<file path="config.mk">
export PLATFORM = sky130hd
export DESIGN_NAME = calc_sequencer
export DESIGN_NICKNAME = d
export VERILOG_FILES = /design/src/rtl/calc_sequencer.sv
export SDC_FILE = /design/constraint.sdc
export NUM_CORES = 1
export LEC_CHECK = 0
export ABC_AREA = 0
export CAP_MARGIN = 0
export CORE_UTILIZATION = 40
export CTS_CLUSTER_DIAMETER = 40
export DETAILED_ROUTE_END_ITERATION = 10
export GPL_ROUTABILITY_DRIVEN = 0
export SKIP_CTS_REPAIR_TIMING = 1
export SYNTH_ARGS = -nofsm -noshare
export SYNTH_HDL_FRONTEND = slang
export SYNTH_SLANG_ARGS = --single-unit
export TNS_END_PERCENT = 1
</file>
<file path="constraint.sdc">
create_clock -name sw_clk -period 7.6 [get_ports sw_clk]
set_input_delay 1.52 -clock sw_clk [delete_from_list [all_inputs] [get_ports sw_clk]]
set_output_delay 1.52 -clock sw_clk [all_outputs]
set_load 0.01 [all_outputs]
</file>
<file path="src/rtl/calc_sequencer.sv">
// Key-entry sequencer for the signed integer calculator: gathers operands and
// operator from decoded keys, runs the calculator for a fixed latency, owns the display.
module calc_sequencer #(
    parameter int RESULT_LAT = 2,
    parameter int MAX_DIGITS = 6
) (
    input  logic               sw_clk,
    input  logic               rst,
    input  logic               key_valid,
    input  logic [4:0]         key_code,
    output logic               key_ready,
    output logic signed [31:0] operand1,
    output logic signed [31:0] operand2,
    output logic [2:0]         operator,
    input  logic [31:0]        ans,
    output logic [31:0]        disp,
    output logic               busy,
    output logic [2:0]         state_dbg
);
    // Handshake: a key is consumed on a rising sw_clk edge where key_valid and
    // key_ready are both high; a key offered while key_ready is low is lost.
    localparam logic [2:0] ENTER_A = 3'd0;
    localparam logic [2:0] ENTER_B = 3'd1;
    localparam logic [2:0] EXEC    = 3'd2;
    localparam logic [2:0] SHOW    = 3'd3;
    localparam logic [2:0] ERROR   = 3'd4;

    logic [2:0]  state;
    logic [31:0] mag;
    logic        neg;
    logic [3:0]  dcnt;
    logic        got;
    logic [2:0]  pend;
    logic [7:0]  cnt;

    logic        take, k_digit, k_eq, k_op, k_clr, k_neg, can_dig, ans_err;
    logic [2:0]  op_k;
    logic [3:0]  dcnt_dig;
    logic [31:0] dig, mag_dig, acc;

    assign key_ready = (state != EXEC);
    assign busy      = (state == EXEC);
    assign state_dbg = state;
    assign take      = key_valid && key_ready;
    assign k_digit   = (key_code <= 5'd9);
    assign k_eq      = (key_code == 5'd10);
    assign k_op      = (key_code >= 5'd11) && (key_code <= 5'd15);
    assign k_clr     = (key_code == 5'd16);
    assign k_neg     = (key_code == 5'd17);
    assign op_k      = 3'(key_code - 5'd10);
    assign dig       = {27'd0, key_code};
    assign mag_dig   = mag * 32'd10 + dig;
    assign acc       = neg ? -mag : mag;
    assign can_dig   = (dcnt < 4'(MAX_DIGITS));
    // A zero typed onto an empty magnitude is a leading zero and uses no digit slot.
    assign dcnt_dig  = ((mag == 32'd0) && (key_code == 5'd0)) ? dcnt : dcnt + 4'd1;
    assign ans_err   = (ans == 32'h00EE0000) || (ans == 32'h00CC0000);

    always_ff @(posedge sw_clk or negedge rst) begin
        if (!rst) begin
            state    <= ENTER_A;
            operand1 <= '0;
            operand2 <= '0;
            operator <= '0;
            disp     <= '0;
            mag      <= '0;
            neg      <= 1'b0;
            dcnt     <= '0;
            got      <= 1'b0;
            pend     <= '0;
            cnt      <= '0;
        end else if (state == EXEC) begin
            if (cnt == 8'(RESULT_LAT)) begin
                cnt      <= '0;
                disp     <= ans;
                operand1 <= ans;
                if (ans_err) begin
                    state <= ERROR;
                end else if (pend != 3'd0) begin
                    operator <= pend;
                    mag      <= '0;
                    neg      <= 1'b0;
                    dcnt     <= '0;
                    got      <= 1'b0;
                    state    <= ENTER_B;
                end else begin
                    state <= SHOW;
                end
            end else begin
                cnt <= cnt + 8'd1;
            end
        end else if (take) begin
            if (k_clr) begin
                state    <= ENTER_A;
                operand1 <= '0;
                operand2 <= '0;
                operator <= '0;
                disp     <= '0;
                mag      <= '0;
                neg      <= 1'b0;
                dcnt     <= '0;
                got      <= 1'b0;
                pend     <= '0;
            end else begin
                case (state)
                    ENTER_A, ENTER_B: begin
                        if (k_digit) begin
                            got <= 1'b1;
                            if (can_dig) begin
                                mag  <= mag_dig;
                                dcnt <= dcnt_dig;
                                disp <= neg ? -mag_dig : mag_dig;
                            end
                        end else if (k_neg) begin
                            if (mag != 32'd0) begin
                                neg  <= !neg;
                                disp <= neg ? mag : -mag;
                            end
                        end else if (k_op) begin
                            if (state == ENTER_A) begin
                                operand1 <= acc;
                                operator <= op_k;
                                mag      <= '0;
                                neg      <= 1'b0;
                                dcnt     <= '0;
                                got      <= 1'b0;
                                state    <= ENTER_B;
                            end else if (!got) begin
                                operator <= op_k;
                            end else begin
                                operand2 <= acc;
                                pend     <= op_k;
                                mag      <= '0;
                                neg      <= 1'b0;
                                dcnt     <= '0;
                                state    <= EXEC;
                            end
                        end else if (k_eq) begin
                            if (state == ENTER_A) begin
                                disp <= acc;
                            end else begin
                                operand2 <= acc;
                                pend     <= '0;
                                mag      <= '0;
                                neg      <= 1'b0;
                                dcnt     <= '0;
                                state    <= EXEC;
                            end
                        end
                    end
                    SHOW: begin
                        if (k_digit) begin
                            mag   <= dig;
                            neg   <= 1'b0;
                            dcnt  <= (key_code != 5'd0) ? 4'd1 : 4'd0;
                            disp  <= dig;
                            state <= ENTER_A;
                        end else if (k_op) begin
                            operator <= op_k;
                            mag      <= '0;
                            neg      <= 1'b0;
                            dcnt     <= '0;
                            got      <= 1'b0;
                            state    <= ENTER_B;
                        end else if (k_eq) begin
                            pend  <= '0;
                            state <= EXEC;
                        end
                    end
                    ERROR: begin
                        if (k_digit) begin
                            mag   <= dig;
                            neg   <= 1'b0;
                            dcnt  <= (key_code != 5'd0) ? 4'd1 : 4'd0;
                            disp  <= dig;
                            state <= ENTER_A;
                        end
                    end
                    default: state <= ENTER_A;
                endcase
            end
        end
    end
endmodule

</file>
After elaboration in Yosys (flattened, before gate mapping) --
Index checks and enable logic that the tools add are counted.
Storage, ports and cells: output and inout bits 104, register bits 151
Operators by class: $mul 1, multiplexer cells 141, bitwise logic cells 1, reduce and logical (&&, ||, !) cells 33, eq/ne operators 57, order comparisons 4, add/sub/neg operators 6
Operators with widths (count):
- $mux 32 | 47
- $mux 3 | 40
- $pmux 32 s3 | 1
- $mux 4 | 18
- $eq 32x24->1 const B | 2
- $neg 32->32 | 2
- $pmux 32 s2 | 1
- $ne 6x6->1 const B | 10
- $ne 5x5->1 const B | 10
- $add 32x5->32 | 1
- $logic_not 32->1 | 1
- $mul 32x3->31 const B | 1
- $ne 4x4->1 const B | 8
- $reduce_bool 32->1 | 1
- $mux 1 | 26
- $reduce_and 12->1 | 2
- $reduce_and 11->1 | 2
- $ne 3x3->1 const B | 7
- $reduce_and 9->1 | 2
- $reduce_bool 3->1 | 6
- $ne 7x7->1 const B | 2
- $reduce_and 13->1 | 1
- $pmux 3 s2 | 2
- $pmux 4 s3 | 1
- other kinds (34) | 49

Depth between registers and ports, before layout --
depth after elaboration 11, gate-level depth with buffers 17, depth with buffers taken out 15

Worst setup path after synthesis --
No wires, ideal clock.
kind input to register, start input port key_code[4], end register disp[31], stages 13, arrival 5056 ps, path slack 2425 ps, data required time 7480 ps, setup time 120 ps, cell sequence ha_1 -> o21ai_0 -> o21a_1 -> nor4_4 -> nand4_1 -> nor4b_4 -> or4b_4 -> a32oi_2 -> o211ai_2 -> or4_4 -> nor4_2 -> mux2i_1 -> nor2_1
On the way: cells in the longest elaborated chain, start to end 9, elaborated cells between the ends (all ways) 25
RTL lines:
- from (decl) | RTL line 10 | input logic [4:0] key_code,
- $add 32x5->32 | RTL line 52 | assign mag_dig = mag * 32'd10 + dig;
- $neg 32->32 | RTL line 112 | disp <= neg ? -mag_dig : mag_dig;
- $mux 32 | RTL line 112
- $mux 32 | RTL line 109 | if (can_dig) begin
- $mux 32 | RTL line 107 | if (k_digit) begin
- $pmux 32 s2 | RTL line 105 | case (state)
- $mux 32 | RTL line 93 | if (k_clr) begin
- $mux 32 | RTL line 92 | end else if (take) begin
- $mux 32 | RTL line 72 | end else if (state == EXEC) begin
- to (signal assigned) | RTL line 75 | disp <= ans;
- to (signal assigned) | RTL line 112
- to (signal assigned) | RTL line 117 | disp <= neg ? mag : -mag;
- to (decl) | RTL line 16 | output logic [31:0] disp,
Parallel ways exist; a longest one is shown, timed or not. The select of a mux whose other input is x is not followed. A chain may end at the register's enable or synchronous reset.

Worst setup path after layout --
start input port key_code[1], end register disp[31]
Same word-level chain as after synthesis.

==> results.json <==
{
  "syn2layout_area_growth_pct": 18.83,
  "h-tree-depth": 4,
  "crit_path_cell_trace": "clkdlybuf4s50_1, ha_1, fa_1, a21o_1, a21oi_1, mux2i_1, a31oi_1, or2_2, nor3b_1, o311a_1, o211ai_2, or4_4, nor4_2, mux2i_1, nor2_1",
  "critical-path-top-cell-by-count": "sky130_fd_sc_hd__mux2i_1",
  "grt_setup_unrepaired": "false",
  "vdd_drop_max_uv": 171.2,
  "static_leak_nw": 6.102,
  "synth_area_per_cell_um2": 8.150,
  "synthArstFlopShare": 1.000,
  "die-width_um": 177.5,
  "detailedRoute.firstIterationViolations": 999,
  "hold_ws_ps": 471.0,
  "yosysWarnings": 0,
  "crit_family": "simple AND/OR/NAND/NOR gates",
  "antenna_found_initial": 0,
  "totalNegativeSetupSlack_ps": 0,
  "grt_pass1_wl_mm": 61.98,
  "die_area_mm2": 0.03151,
  "p_per_area_mw_per_mm2": 334.6,
  "worst_path_fanout_max": 10,
  "overflow": 0,
  "row_count": 63,
  "final.setup.worst_slack_ps": 1602,
  "overall_global_routing_usage": 0.2516,
  "final_wirelength_mm": 39.34,
  "num_io_pins": 144,
  "worstHoldPathType": "reg -> reg",
  "final.setup_skew_ps": 9.602,
  "max_cap_viol_count": 0,
  "drtAntennaViolNets": 0,
  "report.final.hold_viol_count": 0,
  "grt_start_max_net_pins": 78,
  "core_area_mm2": 0.02995,
  "clock_sinks": 151,
  "clk-insertion-delay-late_ps": 440,
  "worst_setup_path_end_kind": "flop",
  "routed_via_density": 5.834,
  "yosys_register_bits": 151,
  "synth.yosys.seq_area_share": 0.3066,
  "number_of_buffers_and_inverters_on_the_critical_path": 1,
  "slew_headroom": 0.3198,
  "synthCells": 1512,
  "final.min_clock_period_ps": 5998,
  "finalCritPeriodShare": 0.7892,
  "post_syn_area_mm2": 0.01232,
  "cts_buffers": 17,
  "dp_worst_setup_slack_ps": 1181,
  "cts.reportedPaths.clkPinSlew_ps": 60,
  "detailroute.via_count": 11692,
  "wire_per_inst_um": 19.63,
  "buffer_ports.inserted": 143,
  "hpwlAfterDp_mm": 30.11,
  "mappedNetlistNets": 1622,
  "slew_violations": 0,
  "run_status": "complete, no violations",
  "grt_pass1_vias": 10895,
  "upper_clock_frequency_limit_mhz": 166.7,
  "cts_root_buffer": "sky130_fd_sc_hd__clkbuf_16",
  "cp_slowest_stage_delay_ps": 630,
  "critPathArrivalTime_ps": 6320,
  "setup.worst_path.start_class": "input port",
  "die_height_um": 177.5,
  "cts.path.max_buffers": 2,
  "start_util": 0.4114,
  "path_class": "in -> reg",
  "worst_slew_pin_slew_ps": 1020,
  "synth_cell_types": 88,
  "crit_slowest_cell": "sky130_fd_sc_hd__clkdlybuf4s50_1",
  "post_synth_top_flop": "sky130_fd_sc_hd__dfrtp_1",
  "post_route_cells_drive_above_1_share": 0.07311,
  "detail_route.first_pass.iterations": 5,
  "num_antenna_cells": 0,
  "number_of_flops_mapped_to_enable_cells_by_yosys": 0,
  "post_detailed_route_drc_marker_count": 0,
  "clock_tree_from_tritoncts": "built",
  "required_ps": 7930,
  "final_nets": 1713,
  "finalSetupViolCount": 0
}
cell families after synthesis:
logic type,share of synthesized area
AO/OA/AOI/OAI,0.2267
XOR/XNOR,0.1021
adder cells (fa/ha/maj),0.07229
buffers and inverters,0.03604
flip-flops,0.3066
multiplexers,0.02792
AND/OR/NAND/NOR,0.2282
worst paths after layout:
path                             start        to  slack (ps)  cells past startpoint
max                        key_code[1]  disp[31]        1600                     15
min                             cnt[7]    cnt[7]         470                      1
max reg2reg                     mag[3]  disp[31]        2200                     15
min reg2reg                     cnt[7]    cnt[7]         470                      1
max in group asynchronous          rst  disp[27]        5030                      2
min in group asynchronous          rst    cnt[4]        1070                      1
where the power goes:
group | switching, W | leakage, nW | total, W | internal [W]
combinational | 0.00167 | 3.86 | 0.00280 | 0.00113
sequential | 0.000239 | 1.98 | 0.00129 | 0.00105
clock | 0.000351 | 0.264 | 0.000815 | 0.000464
layout by cell type, fill, tap and decap left out, types with 7 or more instances in the layout:
master / instances
sky130_fd_sc_hd__inv_1: 22
sky130_fd_sc_hd__or3_1: 27
sky130_fd_sc_hd__a22oi_1: 7
sky130_fd_sc_hd__and2_1: 9
sky130_fd_sc_hd__nor2_1: 131
sky130_fd_sc_hd__a22o_1: 17
sky130_fd_sc_hd__a21oi_1: 98
sky130_fd_sc_hd__o211ai_1: 15
sky130_fd_sc_hd__nand3_1: 28
sky130_fd_sc_hd__o21a_1: 7
sky130_fd_sc_hd__clkbuf_16: 17
sky130_fd_sc_hd__or4_1: 10
sky130_fd_sc_hd__o21ai_1: 7
sky130_fd_sc_hd__nand4_1: 21
sky130_fd_sc_hd__o31ai_1: 38
sky130_fd_sc_hd__mux2_2: 27
sky130_fd_sc_hd__a31oi_1: 32
sky130_fd_sc_hd__nor3_1: 35
sky130_fd_sc_hd__nor4_1: 15
sky130_fd_sc_hd__or2_2: 7
sky130_fd_sc_hd__nor2b_1: 10
sky130_fd_sc_hd__o21ai_0: 97
sky130_fd_sc_hd__a21o_1: 18
sky130_fd_sc_hd__xor2_1: 59
sky130_fd_sc_hd__nand2_1: 227
sky130_fd_sc_hd__xnor2_1: 75
sky130_fd_sc_hd__a211oi_1: 17
sky130_fd_sc_hd__clkdlybuf4s50_1: 142
sky130_fd_sc_hd__dfrtp_1: 151
sky130_fd_sc_hd__ha_1: 68
sky130_fd_sc_hd__buf_4: 20
sky130_fd_sc_hd__and3_1: 13
routing by layer:
| layer | wire (µm) | track usage | part of all wire |
|---|---|---|---|
| met1 | 19980 | 0.3870 | 0.51 |
| met2 | 16820 | 0.3750 | 0.43 |
| met3 | 2206 | 0.02978 | 0.056 |
| met4 | 333 | 0.04736 | 0.0085 |
| met5 | 0 | 0 | 0 |
flip-flops by register name, summed over array words and instances (netlist names):
signal	flops
disp	32
mag	32
operand1	32
operand2	32
cnt	8
dcnt	4
operator	3
pend	3
state_dbg	3
got	1
neg	1
cell usage after synthesis, types with 28 or more instances:
cell type	count	area, µm²
sky130_fd_sc_hd__a21oi_1	98	490.5
sky130_fd_sc_hd__a31oi_1	33	206.5
sky130_fd_sc_hd__clkbuf_1	78	292.8
sky130_fd_sc_hd__dfrtp_1	151	3779
sky130_fd_sc_hd__ha_1	68	850.8
sky130_fd_sc_hd__nand2_1	227	852.1
sky130_fd_sc_hd__nand3_1	28	140.1
sky130_fd_sc_hd__nor2_1	132	495.5
sky130_fd_sc_hd__nor3_1	35	175.2
sky130_fd_sc_hd__o21ai_0	97	485.5
sky130_fd_sc_hd__o31ai_1	39	292.8
sky130_fd_sc_hd__xnor2_1	76	665.6
sky130_fd_sc_hd__xor2_1	59	516.8
per-stage QoR:
step	instances	power (W)	util	instance area, µm²
after floorplan	1512	0.003014	-	12320
after detailed placement	1974	0.004079	0.4704	14090
final	2004	0.004900	0.4889	14640
after CTS	2004	0.004908	0.4889	14640
after global placement	1974	0.004048	0.4704	14090
after global routing	2004	0.005266	0.4889	14640
final cells by class:
type                    count  area [µm²]
clock inverters            11       101.3
repair buffers            163        1583
well taps                 390       488.0
clock buffers              19       452.9
inverters                  24       90.09
multi-input cells        1246        8150
flip-flops and latches    151        3779
fillers                  2905       15310
(Power assumes the default switching activity.)
